[src/rtl/fir_block_scheduler.sv]
// -----------------------------------------------------------------------------
// fir_block_scheduler
//
// Purpose:
//   Sequencer and configurator for a block-parallel FIR core.
//   - Collects PARALLELISM serial input samples into one block.
//   - Issues the block to the core with a one-cycle enable.
//   - Waits CORE_LAT cycles for the core to produce its results.
//   - Re-serializes the PARALLELISM results under valid/ready.
//   Only one block is in flight at a time. The scheduler also owns the core's
//   coefficient bank. Writes always land in a shadow bank. A commit request
//   copies the shadow bank into the active bank, but only at the next block
//   issue, so a block never sees a half-updated bank.
//
// Ports:
//   i_clock        rising-edge clock
//   i_reset_n      asynchronous active-low reset
//   i_data/i_valid/o_ready
//                  serial input sample stream
//   o_core_data    block to the core, element [0] is the oldest sample
//                  (packed, element i at [i*NB_IN +: NB_IN])
//   o_core_en      one-cycle block issue strobe
//   i_core_result  core results, sampled CORE_LAT cycles after o_core_en
//                  (packed, element i at [i*NB_OUT +: NB_OUT])
//   o_coeffs       active coefficient bank
//                  (packed, tap k at [k*NB_COEFFS +: NB_COEFFS])
//   i_coeff_wr/i_coeff_addr/i_coeff_data
//                  shadow-bank write port
//   i_coeff_commit request a shadow->active copy at the next issue
//   o_data/o_valid/i_ready
//                  serialized result stream
//   o_busy         high whenever the scheduler is not gathering samples
// -----------------------------------------------------------------------------
module fir_block_scheduler #(
    parameter int NB_IN       = 8,
    parameter int NB_COEFFS   = 8,
    parameter int N_COEFFS    = 8,
    parameter int PARALLELISM = 2,
    parameter int CORE_LAT    = 2,
    parameter int NB_OUT      = NB_IN + NB_COEFFS + $clog2(N_COEFFS),
    parameter int ADDR_W      = $clog2(N_COEFFS)
) (
    input  logic                          i_clock,
    input  logic                          i_reset_n,
    input  logic [NB_IN-1:0]              i_data,
    input  logic                          i_valid,
    output logic                          o_ready,
    output logic [NB_IN*PARALLELISM-1:0]  o_core_data,
    output logic                          o_core_en,
    input  logic [NB_OUT*PARALLELISM-1:0] i_core_result,
    output logic [NB_COEFFS*N_COEFFS-1:0] o_coeffs,
    input  logic                          i_coeff_wr,
    input  logic [ADDR_W-1:0]             i_coeff_addr,
    input  logic [NB_COEFFS-1:0]          i_coeff_data,
    input  logic                          i_coeff_commit,
    output logic [NB_OUT-1:0]             o_data,
    output logic                          o_valid,
    input  logic                          i_ready,
    output logic                          o_busy
);

    localparam int CNT_W  = $clog2(PARALLELISM);
    localparam int WAIT_W = $clog2(CORE_LAT + 1);

    typedef enum logic [1:0] {
        ST_FILL,
        ST_ISSUE,
        ST_WAIT,
        ST_DRAIN
    } state_t;

    state_t state;
    state_t state_next;

    logic [CNT_W-1:0]     fill_cnt;
    logic [CNT_W-1:0]     drain_idx;
    logic [WAIT_W-1:0]    wait_cnt;
    logic                 armed;
    logic                 commit_pending;

    logic [NB_IN-1:0]     core_data   [PARALLELISM];
    logic [NB_OUT-1:0]    out_buf     [PARALLELISM];
    logic [NB_COEFFS-1:0] shadow      [N_COEFFS];
    logic [NB_COEFFS-1:0] shadow_next [N_COEFFS];
    logic [NB_COEFFS-1:0] active      [N_COEFFS];

    logic accept;
    logic out_fire;
    logic last_sample;
    logic last_drain;
    logic wait_done;
    logic addr_ok;

    assign accept      = o_ready & i_valid;
    assign out_fire    = o_valid & i_ready;
    assign last_sample = (fill_cnt == CNT_W'(PARALLELISM - 1));
    assign last_drain  = (drain_idx == CNT_W'(PARALLELISM - 1));
    assign wait_done   = (wait_cnt == '0);
    // The address port can encode more values than there are taps when
    // N_COEFFS is not a power of two; those writes are dropped.
    assign addr_ok     = ({1'b0, i_coeff_addr} < (ADDR_W + 1)'(N_COEFFS));

    // Flatten the internal arrays onto the packed core-facing ports.
    for (genvar g = 0; g < PARALLELISM; g++) begin : g_core_data
        assign o_core_data[g*NB_IN +: NB_IN] = core_data[g];
    end

    for (genvar k = 0; k < N_COEFFS; k++) begin : g_coeffs
        assign o_coeffs[k*NB_COEFFS +: NB_COEFFS] = active[k];
    end

    // State register.
    always_ff @(posedge i_clock or negedge i_reset_n) begin
        if (!i_reset_n) begin
            state <= ST_FILL;
        end else begin
            state <= state_next;
        end
    end

    // Next-state logic and the state-decoded handshake outputs. o_ready is
    // additionally gated by 'armed' so the input port only opens on the first
    // clock after reset has been released.
    always_comb begin
        state_next = state;
        o_ready    = 1'b0;
        o_core_en  = 1'b0;
        o_valid    = 1'b0;
        o_busy     = 1'b1;
        o_data     = '0;
        case (state)
            ST_FILL: begin
                o_ready = armed;
                o_busy  = 1'b0;
                if (accept && last_sample) begin
                    state_next = ST_ISSUE;
                end
            end
            ST_ISSUE: begin
                o_core_en  = 1'b1;
                state_next = ST_WAIT;
            end
            ST_WAIT: begin
                if (wait_done) begin
                    state_next = ST_DRAIN;
                end
            end
            ST_DRAIN: begin
                o_valid = 1'b1;
                o_data  = out_buf[drain_idx];
                if (out_fire && last_drain) begin
                    state_next = ST_FILL;
                end
            end
            default: begin
                state_next = ST_FILL;
            end
        endcase
    end

    // Input gathering. Samples are stored in arrival order so slot 0 always
    // holds the oldest sample of the block. The fill counter wraps to zero as
    // soon as the block is complete, ready for the block after the drain.
    always_ff @(posedge i_clock or negedge i_reset_n) begin
        if (!i_reset_n) begin
            armed    <= 1'b0;
            fill_cnt <= '0;
            for (int i = 0; i < PARALLELISM; i++) begin
                core_data[i] <= '0;
            end
        end else begin
            armed <= 1'b1;
            if (accept) begin
                core_data[fill_cnt] <= i_data;
                fill_cnt            <= last_sample ? '0 : fill_cnt + 1'b1;
            end
        end
    end

    // Core latency timer and result capture. The counter is loaded during the
    // issue cycle so that the result capture lands exactly CORE_LAT cycles
    // after the o_core_en cycle.
    always_ff @(posedge i_clock or negedge i_reset_n) begin
        if (!i_reset_n) begin
            wait_cnt <= '0;
            for (int i = 0; i < PARALLELISM; i++) begin
                out_buf[i] <= '0;
            end
        end else begin
            if (state == ST_ISSUE) begin
                wait_cnt <= WAIT_W'(CORE_LAT - 1);
            end else if (state == ST_WAIT) begin
                if (wait_done) begin
                    for (int i = 0; i < PARALLELISM; i++) begin
                        out_buf[i] <= i_core_result[i*NB_OUT +: NB_OUT];
                    end
                end else begin
                    wait_cnt <= wait_cnt - 1'b1;
                end
            end
        end
    end

    // Output serializer index; it only moves on an accepted handshake so the
    // current word is held for as long as the consumer stalls.
    always_ff @(posedge i_clock or negedge i_reset_n) begin
        if (!i_reset_n) begin
            drain_idx <= '0;
        end else if (out_fire) begin
            drain_idx <= last_drain ? '0 : drain_idx + 1'b1;
        end
    end

    // Shadow bank with this cycle's write folded in. Using this forwarded
    // view for the commit copy means a write in the same cycle as a commit
    // (or in the issue cycle itself) is part of what gets committed.
    always_comb begin
        shadow_next = shadow;
        if (i_coeff_wr && addr_ok) begin
            shadow_next[i_coeff_addr] = i_coeff_data;
        end
    end

    // Coefficient banks. The active bank only changes at the end of the issue
    // cycle, so the block being issued still sees the old bank and the new
    // one appears on o_coeffs the following cycle. Any number of commit
    // requests before an issue collapse into the single pending flag.
    always_ff @(posedge i_clock or negedge i_reset_n) begin
        if (!i_reset_n) begin
            commit_pending <= 1'b0;
            for (int k = 0; k < N_COEFFS; k++) begin
                shadow[k] <= '0;
                active[k] <= '0;
            end
        end else begin
            shadow <= shadow_next;
            if (state == ST_ISSUE) begin
                if (commit_pending || i_coeff_commit) begin
                    active <= shadow_next;
                end
                commit_pending <= 1'b0;
            end else if (i_coeff_commit) begin
                commit_pending <= 1'b1;
            end
        end
    end

endmodule
[config.mk]
export PLATFORM = sky130hd
export DESIGN_NAME = fir_block_scheduler
export DESIGN_NICKNAME = d
export VERILOG_FILES = /design/src/rtl/fir_block_scheduler.sv
export SDC_FILE = /design/constraint.sdc
export NUM_CORES = 1
export LEC_CHECK = 0
export ABC_AREA = 1
export CAP_MARGIN = 40
export CORE_MARGIN = 10
export CORE_UTILIZATION = 35
export CTS_BUF_LIST = sky130_fd_sc_hd__clkbuf_4
export DETAILED_ROUTE_END_ITERATION = 12
export GPL_TIMING_DRIVEN = 0
export SETUP_SLACK_MARGIN = 0.02
export SYNTH_ARGS = -nofsm -noshare
export SYNTH_HDL_FRONTEND = slang
export SYNTH_SLANG_ARGS = --single-unit
[constraint.sdc]
create_clock -name i_clock -period 2.31 [get_ports i_clock]
set_clock_uncertainty 0.2 [all_clocks]
set_input_delay 0.693 -clock i_clock [delete_from_list [all_inputs] [get_ports i_clock]]
set_output_delay 0.693 -clock i_clock [all_outputs]
set_load 0.02 [all_outputs]
==> results.yml, run 1 <==
clock_network:
  path_clk_slew_ns: 0.15
  cts_tree: "done"
  numCtsBuffers: 17
  root_buffer: "clkbuf_4"
  clockBufferDepth: 2
  h-tree-depth: 4
  insertion_delay_ns: 0.60
  cts_sinks: 190
synth:
  synth_edf_count: 0
  yosys.area.top_type: "dfrtp_1"
  yosysSeqAreaShare: 0.580
  avgSynthCellArea_sq_um: 8.40
  synth_cells: 977
  synth_area_sq_um: 8200
  synth.area.mux_share: 0
  synthArstFlopShare: 1.00
  synth_area_leaders: "dfrtp_1, nand2_1, inv_1"
  synth_top_area_frac: 0.580
  yosysWarnings: 0
  synth.distinct_cells: 25
  synth_top_family_by_area: "simple AND/OR/NAND/NOR gates"
  synth_simple_gate_area_frac: 0.275
  yosysMostFrequentCell: "nand2_1"
  ys_seq_elements: 190
  synth-adder-area-share: 0.00915
  synth_xor_area_frac: 0.00107
  ys.flop_type: "dfrtp_1"
  synth_commonest_cells: "nand2_1, dfrtp_1, inv_1, nand3_1, o21ai_0"
  synth_compound_area_frac: 0.0545
  syn_nets: 1046
global_route:
  grtUsageTotal: 0.152
  grt_pass1_vias: 6603
  antenna_found_initial: 2
  grt_pass1_wl_um: 36600
  grt_max_degree: 107
  gr-total-overflow: 0
pwr:
  pwr-share-clk: 0.143
  p_comb_frac: 0.458
  p_switching_w: 0.00574
  power_leakage_nw: 5.50
  finalPower_w: 0.0134
  sw_frac_of_total: 0.429
  ir_drop_v: 0.000523
  power_density_nw_per_um2: 1270
  p_int_w: 0.00765
  power.share.sequential: 0.398
run_status:
  status: "complete, but fails checks"
  violations: "setup timing"
worst_setup_path:
  max_stage_delay_ns: 0.43
  r2r_start: "state[0]$_DFFE_PN0P_"
  critPathLaunch: "state[0]$_DFFE_PN0P_"
  endpoint_kind: "primary output"
  crit_fanout: 5
  ff2ff_path_depth: 9
  arrival_ns: 1.73
  cp-endpoint: "o_data[6]"
  reg2reg_to: "o_coeffs[36]$_DFFE_PN0P_"
  critical_path_required_ns: 1.42
  slowest_stage: "dfrtp_1"
  cp_cell_sequence: "ha_4 -> buf_6 -> o21ai_1 -> nor2_1 -> buf_4"
  crit_cells: 5
  worst-path-buf-inv: 2
  crit_family: "flip-flops"
  rrSetupSlack_ns: 0.17
  critPathKind: "reg -> out"
  startpoint_type: "flip-flop"
detailed_routing:
  drt-met1-wl_um: 10300
  viasPerCell: 4.42
  vias: 6653
  initialDrtViolationCount: 419
  wl_um: 22800
  antenna_left: 0
  dr_wl_met3_um: 1000
  routedWlPerCell_um: 15.2
  drc: 0
  met2_length_um: 11100
  drt_pass1_iterations: 4
  top_layer: "met4"
floorplanning:
  io_pins: 166
  die_area_sq_um: 30000
  coreArea_sq_um: 22800
  num_rows: 55
  die_h_um: 173
  initial_core_util: 0.359
  die_width_um: 173
finish:
  fin_nets: 1245
  post-route-cell-area_sq_um: 10500
  stdcell_count: 1504
  drive_above_1_share: 0.144
  areaGrowthSynthToFinish_pct: 28.4
timing:
  slew-limit-headroom: 0.553
  tightest_slew_ns: 0.671
  finalCritPeriodShare: 1.13
  setup_viol: 23
  clock.fmax_mhz: 382
  setup_slack_ns: -0.310
  rsz0062_at_grt: "true"
  slew_violations: 0
  hold_viol_final: 0
  fin_crit_ns: 2.62
flow_run:
  maxCapViolCount: 0
placement:
  numPortBuffers: 165
  place_area_sq_um: 10300
  dp.cells: 1456
  gp_congestion: 0.783
  dp_hpwl_um: 15900
hold_path:
  hp-class: "reg -> reg"
  hold_path.startpoint: "o_core_data[6]$_DFFE_PN0P_"
  holdPathStages: 2
==> stage by stage <==
step / setup WS (ns) / util / setup TNS [ns] / hold slack (ns)
2_1_floorplan: 0.0854 / - / 0 / 0.197
3_3_place_gp: -8.00 / 0.448 / -1529.51 / 0.255
3_5_place_dp: -0.492 / 0.450 / -14.21 / 0.258
4_1_cts: -0.317 / 0.465 / -6.05 / 0.293
5_1_grt: -0.396 / 0.461 / -8.14 / 0.319
6_report: -0.310 / 0.461 / -5.99 / 0.292
==> power by group through the flow <==
| stage | Combinational (W) | Clock (W) | Sequential [W] |
|---|---|---|---|
| 6_report | 0.00614 | 0.00192 | 0.00533 |
| 5_1_grt | 0.00685 | 0.00215 | 0.00550 |
| 4_1_cts | 0.00621 | 0.00200 | 0.00531 |
| 3_5_place_dp | 0.00643 | 0 | 0.00539 |
| 3_3_place_gp | 0.00635 | 0 | 0.00537 |
| 2_1_floorplan | 0.00274 | 0 | 0.00614 |
==> cell type report <==
class | count | area [sq um]
plain buffers | 29 | 181
flip-flops and latches | 190 | 4760
inverters | 134 | 508
clock inverters | 14 | 166
well taps | 313 | 392
fillers | 2340 | 12300
multi-input cells | 624 | 2860
diodes | 2 | 5.00
repair buffers | 180 | 1530
clock buffers | 18 | 135
==> worst min path at each step <==
stage                                       endpoint
after floorplan                      armed$_DFF_PN0_
after global placement    o_core_data[3]$_DFFE_PN0P_
after detailed placement  o_core_data[0]$_DFFE_PN0P_
after CTS                 o_core_data[6]$_DFFE_PN0P_
after global routing      o_core_data[3]$_DFFE_PN0P_
final                     o_core_data[6]$_DFFE_PN0P_
==> cells in the final DEF (no fill, tap or decap), types with 4 or more instances in the layout <==
cell / synthesis / routed
and2_1: 48 / 48
buf_2: 6 / 6
buf_4: 8 / 38
buf_6: 1 / 8
clkbuf_1: 13 / 9
clkbuf_2: 0 / 49
clkbuf_4: 0 / 19
clkdlybuf4s15_1: 0 / 28
clkdlybuf4s50_1: 0 / 61
dfrtp_1: 190 / 189
inv_1: 130 / 126
inv_2: 4 / 7
inv_6: 0 / 8
nand2_1: 364 / 363
nand3_1: 67 / 67
nor2_1: 45 / 44
nor2_2: 7 / 8
o21a_1: 16 / 16
o21ai_0: 60 / 46
o21ai_1: 0 / 9
o21ai_2: 0 / 4
==> kinds of logic after synthesis <==
| group | Yosys count |
|---|---|
| buffers and inverters | 163 |
| XOR/XNOR | 1 |
| adder cells (fa/ha/maj) | 6 |
| other | 1 |
| AO/OA/AOI/OAI | 80 |
| flip-flops | 190 |
| AND/OR/NAND/NOR | 536 |
==> registers in the layout, indices dropped and copies added (netlist names), 2 cells and up <==
name,count
o_coeffs,64
shadow,64
out_buf,38
o_core_data,16
state,2
wait_cnt,2
==> worst reg2reg max path: stages, from the launching register on <==
cell      delay, ns
dfrtp_1        0.44
buf_4          0.16
buf_4          0.14
ha_4           0.18
inv_1          0.11
a21oi_2        0.06
inv_2          0.18
clkbuf_1       0.44
nand2_1        0.10
nand2_1        0.09
==> timing repair <==
item	4_1_cts	5_1_grt
endpoints found under the hold margin	84	0
hold buffers	1	0
resized for setup	269	110
pin swaps	3	8
setup buffers	7	4
endpoints found under the setup margin	103	100
gates cloned	0	2
==> metal layers <==
metal	vias up	GRT usage
met5	-	0
met4	0	0.0496
met3	19	0.0327
met2	126	0.254
met1	3136	0.191
li1	3372	-
Power figures use the tool's default switching activity.
==> run 2, diff against run 1 <==
- CTS_CLUSTER_DIAMETER: unset -> 80
- SLEW_MARGIN: unset -> 5
- clock period: 2.31 -> 3.4 ns (I/O delays scaled with it)
==> run 2 against run 1 <==
First-iteration DRC count rose by 6.0%. Wire length decreased by 2.5%. Via count fell by 1.3%. Cell count shrank 1.0%. Count of clock-buffer cells in the layout did not move. Largest cell class unchanged. Utilization rose by 0.093 points. The flow now finishes without violations.
==> results.yml, run 2 (same netlist as run 1, synthesis figures left out) <==
clock_network:
  cts_sinks: 190
  numCtsBuffers: 17
  clockBufferDepth: 2
  cts_tree: "done"
  h-tree-depth: 4
  ctsHoldBuffers: 0
  post_cts_buffers: 0
  path_clk_slew_ns: 0.17
  insertion_delay_ns: 0.59
  root_buffer: "clkbuf_4"
timing:
  tightest_slew_ns: 0.661
  clock.fmax_mhz: 309
  hold_viol_final: 0
  finalCritPeriodShare: 0.953
  setup_tns_ns: 0
  setup_viol: 0
  slew-limit-headroom: 0.559
  fin_crit_ns: 3.24
  rsz0062_at_grt: "false"
  slew_violations: 0
detailed_routing:
  drt_pass1_iterations: 4
  drt-met1-wl_um: 10100
  drc: 0
  antenna_left: 0
  viasPerCell: 4.41
  met2_length_um: 10900
  wl_um: 22200
  routedWlPerCell_um: 14.9
  initialDrtViolationCount: 444
  top_layer: "met4"
  vias: 6567
  dr_wl_met3_um: 956
global_route:
  grt_pass1_wl_um: 36100
  grt_max_degree: 107
  grt_pass1_vias: 6532
  antenna_found_initial: 1
  gr-total-overflow: 0
  grtUsageTotal: 0.150
worst_setup_path:
  arrival_ns: 2.02
  critPathKind: "reg -> out"
  cp_cell_sequence: "ha_1 -> buf_2 -> o21ai_0 -> nor2_1 -> clkdlybuf4s15_1"
  slowest_stage: "dfrtp_1"
  crit_family: "buffers and inverters"
  crit_fanout: 10
  max_stage_delay_ns: 0.44
  startpoint_type: "flip-flop"
  critical_path_required_ns: 2.18
  endpoint_kind: "primary output"
  worst-path-buf-inv: 2
floorplanning:
  die_h_um: 173
  die_width_um: 173
  coreArea_sq_um: 22800
  io_pins: 166
  initial_core_util: 0.359
  num_rows: 55
  die_area_sq_um: 30000
pwr:
  p_switching_w: 0.00376
  p_int_w: 0.00536
  sw_frac_of_total: 0.412
  power_leakage_nw: 5.41
  power_density_nw_per_um2: 864
  p_comb_frac: 0.463
  ir_drop_v: 0.000368
  pwr-share-clk: 0.142
  power.share.sequential: 0.395
finish:
  multiInputGateArea_sq_um: 2790
  post-route-util: 0.462
  regArea_sq_um: 4750
  areaGrowthSynthToFinish_pct: 28.7
  final_common_cell: "nand2_1"
  drive_above_1_share: 0.0630
  final_cell_mix: "nand2_1, dfrtp_1, clkdlybuf4s50_1"
  num-fill-cells: 2332
  fin_nets: 1231
placement:
  gp_congestion: 0.783
  numPortBuffers: 165
  dp_hpwl_um: 15900
flow_run:
  maxCapViolCount: 0
hold_path:
  hp-class: "in -> async"
run_status:
  status: "completed"
[run 2: changes by cell type in the layout (fill, tap and decap cells not counted), moves of 7 or more]
| cell | before | now |
|---|---|---|
| clkdlybuf4s50_1 | 61 | 142 |
| clkbuf_2 | 49 | 6 |
| buf_4 | 38 | 8 |
| clkdlybuf4s15_1 | 28 | 5 |
| o21ai_0 | 46 | 60 |
| o21ai_1 | 9 | 0 |
| buf_6 | 8 | 1 |
| dlygate4sd2_1 | 3 | 10 |
[run 2: final timing paths]
path,slack (ns),from,cells after the start,endpoint
worst max-delay path,0.16,state[0]$_DFFE_PN0P_,5,o_data[6]
worst min-delay path,0.16,i_reset_n,1,o_core_data[9]$_DFFE_PN0P_
worst max register to register,1.27,state[1]$_DFFE_PN0P_,7,out_buf[36]$_DFFE_PN0P_
worst min register to register,0.30,o_core_data[6]$_DFFE_PN0P_,2,o_core_data[6]$_DFFE_PN0P_
max in group asynchronous,1.88,i_reset_n,2,o_coeffs[9]$_DFFE_PN0P_
min in group i_clock,0.30,o_core_data[6]$_DFFE_PN0P_,2,o_core_data[6]$_DFFE_PN0P_
[run 2: layout make-up]
type,count,share of cell area
diodes,1,0.000237
plain buffers,29,0.0152
clock buffers,18,0.0128
clock inverters,14,0.0158
inverters,134,0.0476
multi-input cells,624,0.264
flip-flops and latches,190,0.450
well taps,313,0.0371
repair buffers,166,0.156
[run 2: worst register-to-register path: cells and delay by family (launching register included)]
kind	cells	cell delay (ns)
flops	1	0.44
fa+ha+maj	1	0.26
buf+inv	4	0.80
compound gates	1	0.16
simple gates	1	0.15
[run 2: timing repair]
item | 4_1_cts | 5_1_grt
endpoints found under the setup margin | 20 | 16
gates resized for setup | 22 | 21
endpoints found under the hold margin | 0 | 0
[run 2: metal layers]
layer | up-vias | global-route usage
met5 | - | 0
met4 | 0 | 0.0424
met3 | 13 | 0.0325
met2 | 120 | 0.252
met1 | 3089 | 0.190
li1 | 3345 | -
[run 2: stage by stage]
stage               instance area [sq um]  hold WS [ns]  setup slack (ns)  std cells  power, W
floorplan                            8200         0.248             0.848        977   0.00603
global placement                    10200         0.255             -7.23       1455   0.00796
detailed placement                  10300         0.258             0.271       1456   0.00803
CTS                                 10600         0.160            0.0496       1488   0.00930
global route                        10600         0.161            0.0254       1489   0.00990
finish                              10600         0.162             0.161       1489   0.00912
[run 2: power groups by stage]
| stage | clock network (W) | registers [W] | logic (W) |
|---|---|---|---|
| floorplan | 0 | 0.00417 | 0.00186 |
| global placement | 0 | 0.00365 | 0.00431 |
| detailed placement | 0 | 0.00366 | 0.00437 |
| CTS | 0.00136 | 0.00362 | 0.00432 |
| global route | 0.00146 | 0.00373 | 0.00471 |
| finish | 0.00130 | 0.00360 | 0.00422 |
